==> config.mk <==
export PLATFORM = sky130hd
export DESIGN_NAME = ground_anim_seq
export DESIGN_NICKNAME = d
export VERILOG_FILES = /design/src/rtl/ground_anim_seq.sv
export SDC_FILE = /design/constraint.sdc
export NUM_CORES = 1
export LEC_CHECK = 0
export CORE_MARGIN = 2
export CORE_UTILIZATION = 60
export DETAILED_ROUTE_END_ITERATION = 6
export DONT_BUFFER_PORTS = 1
export GPL_TIMING_DRIVEN = 0
export PLACE_DENSITY = 0.82
export SYNTH_ARGS = -nofsm -noshare
export SYNTH_HDL_FRONTEND = slang
export SYNTH_SLANG_ARGS = --single-unit
==> constraint.sdc <==
create_clock -name clk -period 4.3 [get_ports clk]
set_input_delay 1.29 -clock clk [delete_from_list [all_inputs] [get_ports clk]]
set_output_delay 1.29 -clock clk [all_outputs]
set_load 0.005 [all_outputs]
==> src/rtl/ground_anim_seq.sv <==
// ground_anim_seq
// Crumble-animation sequencer for breakable ground tiles. A shared divider
// produces the animation tick; each tile channel walks frames 0..3 on a
// programmable hold schedule after being touched, optionally respawning.
// A registered mux picks the ROM pixel for the tile being drawn.
//
// Ports:
//   clk          system clock, rising edge
//   rst_n        asynchronous active-low reset
//   touched      per-tile touch flag (level)
//   tile_sel     tile currently being drawn by the renderer
//   pix_f0..3    frame-ROM pixel (RGB444) for frames 0..3
//   vga_pix      selected pixel, registered (12'h000 for out-of-range tile_sel)
//   frame_idx    per-tile current frame, tile i at [2i+1:2i]
//   solid        1 = tile collidable
//   broken_pulse one-cycle strobe when a tile becomes broken
//   tick         animation tick strobe
module ground_anim_seq #(
  parameter int N_TILES       = 3,
  parameter int TICK_DIV      = 6000000,
  parameter int HOLD0         = 15,
  parameter int HOLD1         = 3,
  parameter int HOLD2         = 4,
  parameter int RESPAWN_TICKS = 0
) (
  input  logic                                          clk,
  input  logic                                          rst_n,
  input  logic [N_TILES-1:0]                            touched,
  input  logic [((N_TILES > 1) ? $clog2(N_TILES) : 1)-1:0] tile_sel,
  input  logic [11:0]                                   pix_f0,
  input  logic [11:0]                                   pix_f1,
  input  logic [11:0]                                   pix_f2,
  input  logic [11:0]                                   pix_f3,
  output logic [11:0]                                   vga_pix,
  output logic [2*N_TILES-1:0]                          frame_idx,
  output logic [N_TILES-1:0]                            solid,
  output logic [N_TILES-1:0]                            broken_pulse,
  output logic                                          tick
);

  localparam int SW = (N_TILES > 1) ? $clog2(N_TILES) : 1;
  localparam int TW = $clog2(TICK_DIV);

  // hold counter must cover the longest hold or respawn interval, min 5 bits
  localparam int HMAX_A = (HOLD0 > HOLD1) ? HOLD0 : HOLD1;
  localparam int HMAX_B = (HOLD2 > RESPAWN_TICKS) ? HOLD2 : RESPAWN_TICKS;
  localparam int HMAX   = (HMAX_A > HMAX_B) ? HMAX_A : HMAX_B;
  localparam int HW_RAW = $clog2(HMAX + 1);
  localparam int HW     = (HW_RAW < 5) ? 5 : HW_RAW;

  localparam logic [TW-1:0] TICK_LAST = TW'(TICK_DIV - 1);
  localparam logic [TW-1:0] TICK_PRE  = TW'(TICK_DIV - 2);
  localparam logic [HW-1:0] H0_LAST   = HW'(HOLD0 - 1);
  localparam logic [HW-1:0] H1_LAST   = HW'(HOLD1 - 1);
  localparam logic [HW-1:0] H2_LAST   = HW'(HOLD2 - 1);
  localparam logic [HW-1:0] RSP_LAST  = HW'((RESPAWN_TICKS > 0) ? (RESPAWN_TICKS - 1) : 0);
  localparam logic [HW-1:0] HOLD_ONE  = HW'(1);

  typedef enum logic [1:0] {
    ST_IDLE    = 2'd0,
    ST_CRUMBLE = 2'd1,
    ST_BROKEN  = 2'd2,
    ST_RESPAWN = 2'd3
  } state_t;

  logic [TW-1:0] tick_cnt_r;
  logic          tick_r;
  logic [11:0]   vga_pix_r;
  logic [1:0]    sel_frame_s;
  logic          sel_hit_s;
  logic [11:0]   pix_s;

  // Tick divider; tick_r is set one cycle early so it is high exactly while
  // tick_cnt_r sits at its last value.
  always_ff @(posedge clk or negedge rst_n) begin
    if (!rst_n) begin
      tick_cnt_r <= {TW{1'b0}};
      tick_r     <= 1'b0;
    end else begin
      tick_cnt_r <= (tick_cnt_r == TICK_LAST) ? {TW{1'b0}} : (tick_cnt_r + TW'(1));
      tick_r     <= (tick_cnt_r == TICK_PRE);
    end
  end

  assign tick = tick_r;

  for (genvar g = 0; g < N_TILES; g++) begin : g_ch
    state_t        state_r, state_s;
    logic [1:0]    frame_r, frame_s;
    logic [HW-1:0] hold_r, hold_s, hold_last_s;
    logic          solid_r, solid_s;
    logic          pulse_r, pulse_s;

    // Channel next-state: frame schedule, solid flag and broken strobe.
    always_comb begin
      state_s     = state_r;
      frame_s     = frame_r;
      hold_s      = hold_r;
      solid_s     = solid_r;
      pulse_s     = 1'b0;
      case (frame_r)
        2'd1:    hold_last_s = H1_LAST;
        2'd2:    hold_last_s = H2_LAST;
        default: hold_last_s = H0_LAST;
      endcase
      case (state_r)
        ST_IDLE: begin
          frame_s = 2'd0;
          solid_s = 1'b1;
          hold_s  = {HW{1'b0}};
          // a tick coinciding with the touch is not counted
          if (touched[g]) begin
            state_s = ST_CRUMBLE;
          end else begin
            state_s = ST_IDLE;
          end
        end
        ST_CRUMBLE: begin
          if (tick_r) begin
            if (hold_r == hold_last_s) begin
              hold_s = {HW{1'b0}};
              if (frame_r == 2'd2) begin
                state_s = ST_BROKEN;
                frame_s = 2'd3;
                solid_s = 1'b0;
                pulse_s = 1'b1;
              end else begin
                frame_s = frame_r + 2'd1;
              end
            end else begin
              hold_s = hold_r + HOLD_ONE;
            end
          end else begin
            hold_s = hold_r;
          end
        end
        ST_BROKEN: begin
          frame_s = 2'd3;
          solid_s = 1'b0;
          // without a respawn interval the tile stays broken until reset
          if (RESPAWN_TICKS != 0) begin
            state_s = ST_RESPAWN;
            hold_s  = {HW{1'b0}};
          end else begin
            state_s = ST_BROKEN;
          end
        end
        ST_RESPAWN: begin
          if (tick_r) begin
            if (hold_r == RSP_LAST) begin
              state_s = ST_IDLE;
              frame_s = 2'd0;
              solid_s = 1'b1;
              hold_s  = {HW{1'b0}};
            end else begin
              hold_s = hold_r + HOLD_ONE;
            end
          end else begin
            hold_s = hold_r;
          end
        end
        default: begin
          state_s = ST_IDLE;
          frame_s = 2'd0;
          solid_s = 1'b1;
          hold_s  = {HW{1'b0}};
        end
      endcase
    end

    // Channel state registers.
    always_ff @(posedge clk or negedge rst_n) begin
      if (!rst_n) begin
        state_r <= ST_IDLE;
        frame_r <= 2'd0;
        hold_r  <= {HW{1'b0}};
        solid_r <= 1'b1;
        pulse_r <= 1'b0;
      end else begin
        state_r <= state_s;
        frame_r <= frame_s;
        hold_r  <= hold_s;
        solid_r <= solid_s;
        pulse_r <= pulse_s;
      end
    end

    assign frame_idx[2*g +: 2] = frame_r;
    assign solid[g]            = solid_r;
    assign broken_pulse[g]     = pulse_r;
  end

  // Pixel select from the registered frame of the selected tile (no bypass).
  always_comb begin
    sel_frame_s = 2'd0;
    sel_hit_s   = 1'b0;
    for (int i = 0; i < N_TILES; i++) begin
      if (tile_sel == SW'(i)) begin
        sel_frame_s = frame_idx[2*i +: 2];
        sel_hit_s   = 1'b1;
      end else begin
        sel_hit_s   = sel_hit_s;
      end
    end
    case (sel_frame_s)
      2'd0:    pix_s = pix_f0;
      2'd1:    pix_s = pix_f1;
      2'd2:    pix_s = pix_f2;
      default: pix_s = pix_f3;
    endcase
    if (!sel_hit_s) begin
      pix_s = 12'h000;
    end else begin
      pix_s = pix_s;
    end
  end

  // Output pixel register.
  always_ff @(posedge clk or negedge rst_n) begin
    if (!rst_n) begin
      vga_pix_r <= 12'h000;
    end else begin
      vga_pix_r <= pix_s;
    end
  end

  assign vga_pix = vga_pix_r;

endmodule

==> results.yml <==
setup_path:
  crit_path_end_kind: "flip-flop"
  endpoint: "vga_pix[1]"
  reg2reg_from: "g_ch[1].frame_r[0]"
  startpoint: "tile_sel[0]"
  arrival_ns: 2.83
  slowest_stage: "mux2i_1"
  cpMostUsedCell: "mux2i_1"
  startpoint_type: "input port"
  regToRegSetupSlack_ns: 2.03
  crit_chain: "nand2b_1, mux2i_1, buf_2, mux2i_1, o22ai_1"
  crit_required_ns: 4.51
  cp_slowest_stage_delay_ns: 0.62
  crit_buf_inv: 1
  critPathMaxFanout: 10
  cp_num_cells: 5
  path_class: "in2reg"
  path_delay_family: "multiplexers"
  r2r_cells: 6
  r2r-end: "g_ch[1].frame_r[0]"
die:
  die_y_um: 86.2
  io_pins: 80
  start_util_pct: 63.1
  core_um2: 6420
  core.rowCount: 29
  die_area_um2: 7420
  die_w_um: 86.2
sta:
  tightest_slew_ns: 0.768
  fmax_mhz: 382
  tns_ns: 0
  rsz0062_at_grt: "no"
  slew_headroom_pct: 47.3
  finalWorstSetupSlack_ns: 1.68
  skew_ns: 0.0127
  whs_ns: 0.472
  fin_crit_ns: 2.62
  finalHoldViolations: 0
  slew_viol_final: 0
  fin_crit_sh_pct: 60.9
  setup_viol: 0
route:
  routedWlPerCell_um: 16.4
  drcViolationCount: 0
  vias: 3083
  vias_per_cell: 6.17
  drtIter0Drc: 200
  wl_mm: 8.21
  ant_nets: 0
  first_pass_iters: 7
clock_tree:
  postCtsSetupRepairBufs: 0
  clk_pin_slew_ns: 0.09
  cts-hold-fix-buffers: 0
  cts-root-buf: "clkbuf_8"
  post_cts_resized: 0
  cts_buffer_depth: 2
  cts_tree: "yes"
  clock_latency_ns: 0.35
  cts.htree.levels: 3
  cts_buffers: 9
  clock_sinks: 69
power:
  p_int_uw: 876
  seqPwrFrac_pct: 57.4
  power.share.clock_pct: 41.1
  power_density_nw_per_um2: 266
  switching_share_pct: 23.8
  leakage_uw: 0.00184
  comb_power_share_pct: 1.5
  p_switching_uw: 274
  ir_drop_uv: 138
synth:
  yosysSeqAreaShare_pct: 42.7
  synth_top_area_cell: "dfrtp_1"
  syn-num-nets: 485
  synth_top_area_share_pct: 40.8
  synth_edf_count: 0
  synthDistinctLibCells: 52
  avgSynthCellArea_um2: 9.95
  yosys-top-cells-area: "dfrtp_1 41%, mux2i_1 8.6%, ha_1 7.1%"
  postSynth.asyncResetShare_pct: 100
  syn_inst: 407
  yosysMostFrequentCell: "dfrtp_1"
  yosysWarnings: 0
  yosys-top-cells-count: "66 x dfrtp_1, 36 x inv_1, 35 x mux2i_1, 27 x a21oi_1, 27 x nor2_1"
  syn-cell-area_um2: 4050
  synth-seq-cells: 69
  synth_top_flop_cell: "dfrtp_1"
hold_path:
  hold_class: "reg2reg"
placed_design:
  numPortBuffers: 0
  placed_cell_area_um2: 4150
  gp_congestion: 0.866
  hpwl_mm: 5.89
  pre_cts_slack_ns: 1.35
run:
  maxCapViolations: 0
grt:
  grt_pass1_wl_mm: 13.8
  grt_util_all_layers_pct: 23.6
  grt_max_degree: 70
  gr-total-overflow: 0
  antenna_found_initial: 0
  first_global_vias: 2992
cells_and_area:
  fin_nets: 496
  finalInstanceArea_um2: 4320
  antenna_cells: 0
  layout-drive-gt1-share_pct: 11.3
  area_growth_pct: 6.70
run_status:
  status: "finished clean"
## sequential cells by signal, summed over array words and instances (netlist names)
| register | cells |
|---|---|
| g_ch.frame_r | 6 |
| g_ch.hold_r | 15 |
| g_ch.pulse_r | 3 |
| g_ch.solid_r | 3 |
| g_ch.state_r | 6 |
| tick | 1 |
| tick_cnt_r | 23 |
| vga_pix | 12 |
## layer usage
layer	global-route usage [%]	vias to the layer above	part of all wire (%)
met3	5.00	9	5.4
met2	38.7	100	49
met5	0	-	0
met1	30.8	1493	45
li1	-	1481	-
met4	9.09	0	1.4
## cell type report
class | instances | area, um2
fillers | 509 | 2100
multi-input cells | 284 | 2080
flip-flops and latches | 69 | 1730
inverters | 36 | 135
clock buffers | 9 | 124
plain buffers | 18 | 101
well taps | 77 | 96.3
clock inverters | 7 | 51.3
## per-stage QoR
stage | cells | util, % | power (uW)
after floorplan | 407 | - | 686
after global placement | 484 | 64.6 | 689
after detailed placement | 484 | 64.6 | 690
after CTS | 500 | 67.3 | 1160
after global routing | 500 | 67.3 | 1190
final | 500 | 67.3 | 1150
## logic make-up (layout without fill, tap and decap cells)
family	Yosys count	count (layout)	share of synthesized area (%)
flip-flops	69	69	42.7
XOR/XNOR	26	26	5.62
AND/OR/NAND/NOR	109	109	15.4
AO/OA/AOI/OAI	89	89	14.1
adder cells (fa/ha/maj)	23	23	7.11
buffers and inverters	54	70	5.84
multiplexers	37	37	9.21
## cell usage in the layout, fill, tap and decap left out, types with 3 or more instances in the layout
master,n
o2111ai_1,9
nor2b_1,3
and2_1,3
xnor2_1,15
buf_4,6
dfstp_2,3
or2_2,4
dfrtp_1,66
nor2_1,27
nand4_1,5
a21oi_1,27
nor3_1,10
ha_1,23
or4_1,4
buf_2,3
clkbuf_1,7
o21ai_0,15
xor2_1,11
nor4_1,7
and3_1,5
o22ai_1,16
inv_1,36
nand2_1,15
nand3_1,7
clkbuf_8,9
o31ai_1,5
mux2i_1,35
o211ai_1,4
nor4b_1,3
## power by group through the flow
stage,clock network [uW],registers [uW],logic (uW)
floorplan,0,671,14.5
global placement,0,672,16.8
detailed placement,0,672,17.5
CTS,486,660,17.2
global route,514,660,19.6
finish,473,659,17.2
## worst min-delay path, cell delays in order (launching register included)
cell and delay, ns:
dfstp_2 0.37, inv_1 0.04, mux2i_1 0.05
## worst min-delay path by stage
| stage | start | endpoint | slack, ns | cells after the start |
|---|---|---|---|---|
| finish | g_ch[0].solid_r | g_ch[0].solid_r | 0.47 | 2 |
| global route | g_ch[0].solid_r | g_ch[0].solid_r | 0.49 | 2 |
| CTS | g_ch[0].solid_r | g_ch[0].solid_r | 0.48 | 2 |
| detailed placement | g_ch[0].solid_r | g_ch[0].solid_r | 0.46 | 2 |
| global placement | g_ch[0].solid_r | g_ch[0].solid_r | 0.46 | 2 |
| floorplan | g_ch[0].solid_r | g_ch[0].solid_r | 0.44 | 2 |
Power figures use the tool's default switching activity.
